--- src/rtl/cam_burst_packer.sv ---
// Packs an 8-bit camera pixel stream into 32-bit little-endian words, buffers them
// and issues address/length burst requests followed by the beat data.
//
// state | meaning
// IDLE  | waiting for a full burst, a frame-tail flush, or a pending SOF pointer reload
// REQ   | burst request presented, address/length held until accepted
// DATA  | streaming beats of the accepted burst from the FIFO head
module cam_burst_packer #(
  parameter logic [31:0] BASE_ADDR   = 32'h0000_0000,
  parameter int unsigned BURST_BEATS = 16,
  parameter int unsigned FIFO_DEPTH  = 64
) (
  input  logic        ACLK,
  input  logic        ARESET,
  input  logic        pix_valid,
  input  logic [7:0]  pix_data,
  input  logic        pix_sof,
  input  logic        pix_eol,
  input  logic        pix_eof,
  output logic        pix_ready,
  output logic        bq_valid,
  input  logic        bq_ready,
  output logic [31:0] bq_addr,
  output logic [7:0]  bq_len,
  output logic        wd_valid,
  input  logic        wd_ready,
  output logic [31:0] wd_data,
  output logic        wd_last,
  output logic        frame_done
);
  localparam int unsigned   AW        = $clog2(FIFO_DEPTH);
  localparam int unsigned   LW        = AW + 1;
  localparam logic [LW-1:0] LVL_FULL  = LW'(FIFO_DEPTH);
  localparam logic [LW-1:0] LVL_BURST = LW'(BURST_BEATS);
  localparam logic [7:0]    LEN_FULL  = 8'(BURST_BEATS - 1);

  typedef enum logic [1:0] {IDLE, REQ, DATA} state_t;
  state_t state_q, state_n;

  logic [31:0]   mem [FIFO_DEPTH];
  logic [LW-1:0] wptr_q, rptr_q, level, eof_lvl_q, avail;
  logic          full, empty, accept, complete, push, pop;
  logic [1:0]    byte_idx_q, idx;
  logic [23:0]   acc_q;
  logic [31:0]   word_c;
  logic [31:0]   addr_q;
  logic [7:0]    len_q, beat_q;
  logic          flush_q, eof_pend_q, sof_pend_q, frame_done_q;
  logic          load_req, idle_done, sof_apply, last_beat;

  assign level     = wptr_q - rptr_q;
  assign full      = (level == LVL_FULL);
  assign empty     = (level == '0);
  assign pix_ready = !ARESET && !full;
  assign accept    = pix_valid && pix_ready;
  assign idx       = pix_sof ? 2'd0 : byte_idx_q;
  assign complete  = (idx == 2'd3) || pix_eol || pix_eof;
  assign push      = accept && complete;

  // Bytes above the current pixel stay zero, which pads short eol/eof words.
  always_comb begin
    word_c = '0;
    for (int k = 0; k < 3; k++)
      if (k < int'(idx)) word_c[8*k +: 8] = acc_q[8*k +: 8];
    word_c[{idx, 3'b000} +: 8] = pix_data;
  end

  assign wd_valid   = (state_q == DATA) && !empty;
  assign wd_data    = wd_valid ? mem[rptr_q[AW-1:0]] : '0;
  assign wd_last    = wd_valid && (beat_q == len_q);
  assign pop        = wd_valid && wd_ready;
  assign bq_valid   = (state_q == REQ);
  assign bq_addr    = addr_q;
  assign bq_len     = len_q;
  assign frame_done = frame_done_q;

  // Once EOF is seen only the words of that frame count toward the next burst.
  assign avail = eof_pend_q ? eof_lvl_q : level;

  always_comb begin
    state_n   = state_q;
    load_req  = 1'b0;
    idle_done = 1'b0;
    sof_apply = 1'b0;
    last_beat = 1'b0;
    case (state_q)
      IDLE: begin
        if (sof_pend_q && !eof_pend_q) begin
          sof_apply = 1'b1;
        end else if (avail >= LVL_BURST || (eof_pend_q && avail != '0)) begin
          state_n  = REQ;
          load_req = 1'b1;
        end else if (eof_pend_q) begin
          idle_done = 1'b1;
        end
      end
      REQ: begin
        if (bq_ready) state_n = DATA;
      end
      DATA: begin
        if (pop && beat_q == len_q) begin
          last_beat = 1'b1;
          state_n   = IDLE;
        end
      end
      default: state_n = IDLE;
    endcase
  end

  always_ff @(posedge ACLK) begin
    if (ARESET) begin
      wptr_q     <= '0;
      rptr_q     <= '0;
      byte_idx_q <= 2'd0;
      acc_q      <= '0;
    end else begin
      if (accept) begin
        byte_idx_q <= complete ? 2'd0 : idx + 2'd1;
        acc_q      <= word_c[23:0];
      end
      if (push) wptr_q <= wptr_q + LW'(1);
      if (pop)  rptr_q <= rptr_q + LW'(1);
    end
  end

  always_ff @(posedge ACLK) begin
    if (push) mem[wptr_q[AW-1:0]] <= word_c;
  end

  always_ff @(posedge ACLK) begin
    if (ARESET) begin
      state_q      <= IDLE;
      addr_q       <= BASE_ADDR;
      len_q        <= 8'd0;
      beat_q       <= 8'd0;
      flush_q      <= 1'b0;
      eof_pend_q   <= 1'b0;
      eof_lvl_q    <= '0;
      sof_pend_q   <= 1'b0;
      frame_done_q <= 1'b0;
    end else begin
      state_q      <= state_n;
      frame_done_q <= idle_done || (last_beat && flush_q);
      if (load_req) begin
        len_q   <= (avail >= LVL_BURST) ? LEN_FULL : 8'(avail - LW'(1));
        flush_q <= eof_pend_q && (avail < LVL_BURST);
        beat_q  <= 8'd0;
      end else if (pop) begin
        beat_q <= beat_q + 8'd1;
      end
      if (last_beat) addr_q <= addr_q + (({24'd0, len_q} + 32'd1) << 2);
      if (sof_apply) begin
        addr_q     <= BASE_ADDR;
        sof_pend_q <= 1'b0;
      end
      if (accept && pix_sof) sof_pend_q <= 1'b1;
      if (idle_done || (last_beat && flush_q)) begin
        eof_pend_q <= 1'b0;
      end else if (pop && eof_pend_q && eof_lvl_q != '0) begin
        eof_lvl_q <= eof_lvl_q - LW'(1);
      end
      // The EOF word is the newest in the FIFO, so everything up to it is the tail.
      if (push && pix_eof) begin
        eof_pend_q <= 1'b1;
        eof_lvl_q  <= pop ? level : level + LW'(1);
      end
    end
  end
endmodule
--- config.mk ---
export PLATFORM = sky130hd
export DESIGN_NAME = cam_burst_packer
export DESIGN_NICKNAME = d
export VERILOG_FILES = /design/src/rtl/cam_burst_packer.sv
export SDC_FILE = /design/constraint.sdc
export NUM_CORES = 2
export LEC_CHECK = 0
export ABC_AREA = 1
export BUFFER_PORTS_ARGS = -buffer_cell sky130_fd_sc_hd__buf_2
export CAP_MARGIN = 20
export CORE_MARGIN = 3
export CORE_UTILIZATION = 39
export CTS_CLUSTER_SIZE = 30
export DETAILED_ROUTE_END_ITERATION = 8
export SYNTH_ARGS = -nofsm -noshare
export SYNTH_HDL_FRONTEND = slang
export SYNTH_SLANG_ARGS = --single-unit
--- constraint.sdc ---
create_clock -name ACLK -period 5.4 [get_ports ACLK]
set_input_delay 0.54 -clock ACLK [delete_from_list [all_inputs] [get_ports ACLK]]
set_output_delay 0.54 -clock ACLK [all_outputs]
set_load 0.005 [all_outputs]
==> run_results.csv <==
group,metric,value,unit
global_route,grtUsageTotal,21.3,%
setup_path,worstReg2RegStart,"wptr_q[0]",
clock_network,cts_buffer_depth,3,
sta,finalClockSkew,0.0449,ns
synth,yosysWarnings,0,
global_route,antenna_found_initial,4,
floorplanning,coreArea,221000,um^2
clock_network,cts-root-buf,"clkbuf_16",
global_route,grt_overflow,0,
setup_path,path_buf_inv,3,
power,pwr-share-clk,42.5,%
synth,synth_seq_cells,2153,
clock_network,cts_tree,"done",
floorplanning,die-width,478,um
power,ir_drop,0.347,mV
route,drc,0,
run_status,status,"complete, no violations",
route,post_drt_via_cell_ratio,5.70,
setup_path,critPathTopFamily,"buffers and inverters",
layout,fin_cells,10000,
clock_network,post_cts_resized,0,
sta,finalHoldViolCount,0,
setup_path,endpoint_kind,"output pin",
setup_path,path_cells,"inv_16 > buf_12 > o21ai_0 > o221ai_1 > nand2_1 > nand2_1 > nand3_1 > nand3_1 > nand2_1 > a31oi_1 > buf_2",
floorplanning,num_rows,172,
sta,fmax,194,MHz
power,powerDensity,349,nW/um^2
sta,finalCritPeriodShare,95.4,%
route,dr.pass1.iters,6,
power,p_leak,33.2,nW
sta,worst_slew_pin_slew,1.32,ns
placement,port_buffers,90,
sta,finalMaxSlewViolations,0,
global_route,grt_pass1_wl,368,mm
route,vias,57300,
setup_path,cp.depth,11,
floorplanning,die_h,478,um
layout,drive_gt1_share,10.7,%
route,drtIter0Drc,6221,
synth,synth_area_leader_cell,"edfxtp_1",
placement,placed_cells,9648,
clock_network,postCtsSetupRepairBufs,0,
synth,synth-edff-count,2048,
floorplanning,start_util,39.4,%
setup_path,cp_max_fo,201,
synth,yosys.cell_types.count,54,
setup_path,crit_path_start_kind,"register",
clock_network,cts_made_buffers,211,
sta,slew_headroom,11.7,%
clock_network,clk_pin_slew_worst_paths,0.06,ns
clock_network,insertion_delay,0.86,ns
synth,async_flop_share,0,%
global_route,grt_pass1_vias,55000,
floorplanning,dieArea,229000,um^2
setup_path,cpMostUsedCell,"nand2_1",
layout,synthToLayoutAreaGrowth,13.9,%
sta,final-setup-viol-count,0,
clock_network,cts.sinks,2153,
layout,finalNetCount,6954,
flow_run,max_cap_viol_count,0,
global_route,grt_max_degree,202,
power,internal_power,0.0270,W
synth,postSynthAreaPerCell,12.7,um^2
power,switching_share,21.9,%
route,ant_nets,0,
synth,synth_top_area_share,70.7,%
setup_path,max_stage_delay,0.56,ns
power,p_sw,0.00756,W
synth,synthTopCellsByArea,"edfxtp_1 (71%), nand2_1 (4.8%), o21ai_0 (3.6%), nor2_1 (3.2%), a21oi_1 (2.6%)",
power,power_frac_comb,4.6,%
synth,yosysSeqAreaShare,73.1,%
setup_path,reg2regPathDepth,16,
clock_network,h-tree-depth,4,
hold_path,hp-class,"input port to register",
route,drt_wl_total,250,mm
floorplanning,ios,93,
synth,syn_inst,6856,
synth,syn_area,87000,um^2
placement,dpl.hpwl,139,mm
setup_path,arrival,4.61,ns
setup_path,regToRegEndpoint,"mem[45][19]",
sta,worst_hold_slack,0.0665,ns
synth,synthFlopType,"edfxtp_1",
sta,fin_crit,5.15,ns
setup_path,reg2reg_setup_slack,1.30,ns
setup_path,worstPathRequired,4.86,ns
setup_path,slowest_stage,"dfxtp_4",
placement,globalplace.congestion,0.858,
route,wl_per_cell,24.9,um
sta,grt_setup_unrepaired,"false",
power,pwr-share-seq,52.8,%
setup_path,cp-endpoint,"wd_data[22]",
setup_path,path_class,"register to output pin",
[how the worst min path moves through the flow]
stage / start / endpoint / slack [ns] / cells past startpoint
final: pix_valid / sof_pend_q / 0.07 / 3
after global routing: pix_valid / sof_pend_q / 0.06 / 3
after CTS: pix_valid / sof_pend_q / 0.003 / 3
after detailed placement: bq_addr[29] / bq_addr[29] / 0.47 / 2
after global placement: byte_idx_q[1] / byte_idx_q[1] / 0.45 / 2
after floorplan: acc_q[0] / acc_q[0] / 0.43 / 2
[metrics by stage]
| step | util (%) | setup WS (ns) | instance area, um^2 | setup TNS [ns] | power (W) |
|---|---|---|---|---|---|
| floorplan | - | -0.0227 | 87000 | -11.61 | 0.0196 |
| finish | 44.9 | 0.249 | 99100 | 0 | 0.0346 |
| CTS | 44.9 | 0.152 | 99100 | 0 | 0.0348 |
| detailed placement | 41.7 | 1.13 | 92100 | 0 | 0.0202 |
| global placement | 41.7 | 1.13 | 92000 | 0 | 0.0202 |
| global route | 44.9 | 0.0373 | 99100 | 0 | 0.0356 |
[state kept, by name (all words and copies together) (netlist names), named ones only]
| signal | cells |
|---|---|
| state_q | 2 |
| bq_len | 8 |
| wptr_q | 7 |
| beat_q | 8 |
| rptr_q | 7 |
| eof_lvl_q | 7 |
| flush_q | 1 |
| eof_pend_q | 1 |
| acc_q | 24 |
| frame_done | 1 |
| mem | 2048 |
| byte_idx_q | 2 |
| bq_addr | 30 |
| sof_pend_q | 1 |
[cell type report]
| class | instances | area, um^2 |
|---|---|---|
| Fill cell | 19800 | 122000 |
| Multi-Input combinational cell | 4088 | 21700 |
| Antenna cell | 4 | 10.0 |
| Tap cell | 2958 | 3700 |
| Clock buffer | 248 | 5450 |
| Clock inverter | 143 | 1480 |
| Inverter | 140 | 559 |
| Timing Repair Buffer | 311 | 2540 |
| Sequential cell | 2153 | 63600 |
[power by group through the flow]
stage	clock network (W)	registers [W]	logic [W]
finish	0.0147	0.0183	0.00160
global route	0.0156	0.0183	0.00176
CTS	0.0149	0.0183	0.00159
detailed placement	0	0.0186	0.00158
global placement	0	0.0186	0.00154
floorplan	0	0.0186	0.00101
[layout by cell type (no fill, tap or decap), drive strengths merged, types with 76 or more instances in the layout]
| master | instances |
|---|---|
| edfxtp | 2048 |
| dfxtp | 105 |
| nor2 | 747 |
| a221oi | 76 |
| clkinv | 109 |
| a21oi | 452 |
| a221o | 87 |
| o21ai | 638 |
| o22ai | 93 |
| clkbuf | 248 |
| inv | 143 |
| nand3 | 351 |
| o221ai | 186 |
| nand2 | 1122 |
| buf | 309 |
[worst register-to-register path, delay by kind of cell, from the launching register on]
| kind | cells | cell delay (ns) |
|---|---|---|
| simple gates | 8 | 1.46 |
| buf+inv | 5 | 1.00 |
| fa+ha+maj | 3 | 0.91 |
| flops | 1 | 0.35 |
[metal layers]
| metal | vias up | track usage [%] | wire (um) |
|---|---|---|---|
| met1 | 28700 | 28.3 | 101000 |
| met3 | 443 | 3.46 | 18900 |
| met4 | 0 | 8.96 | 10400 |
| met2 | 2446 | 34.7 | 120000 |
| li1 | 25600 | - | - |
| met5 | - | 0 | 0 |
[synth_stat cells (32+ instances only)]
cell	n
a21oi_1	452
a221o_1	87
a221oi_1	76
a31oi_1	32
buf_1	50
buf_2	103
buf_4	40
clkbuf_1	278
dfxtp_1	105
edfxtp_1	2048
inv_1	127
nand2_1	1116
nand3_1	344
nor2_1	740
nor3_1	35
o211ai_1	68
o21ai_0	629
o221ai_1	186
o22ai_1	93
[cell families (layout without fill, tap and decap cells)]
family / after synthesis / in the layout / share of synthesized area [%]
fa+ha+maj: 33 / 33 / 0.492
buf+inv: 616 / 842 / 3.02
xor+xnor: 48 / 48 / 0.492
flops: 2153 / 2153 / 73.1
simple gates: 2310 / 2310 / 10.8
other cells: 1 / 6 / 0.00431
compound gates: 1695 / 1695 / 12.0
[repair_timing]
action / 4_1_cts / 5_1_grt
hold endpoints to repair: 3 / 0
setup endpoints to repair: 0 / 1
hold buffers: 2 / 0
No activity file was read; power rests on OpenSTA's default activity.
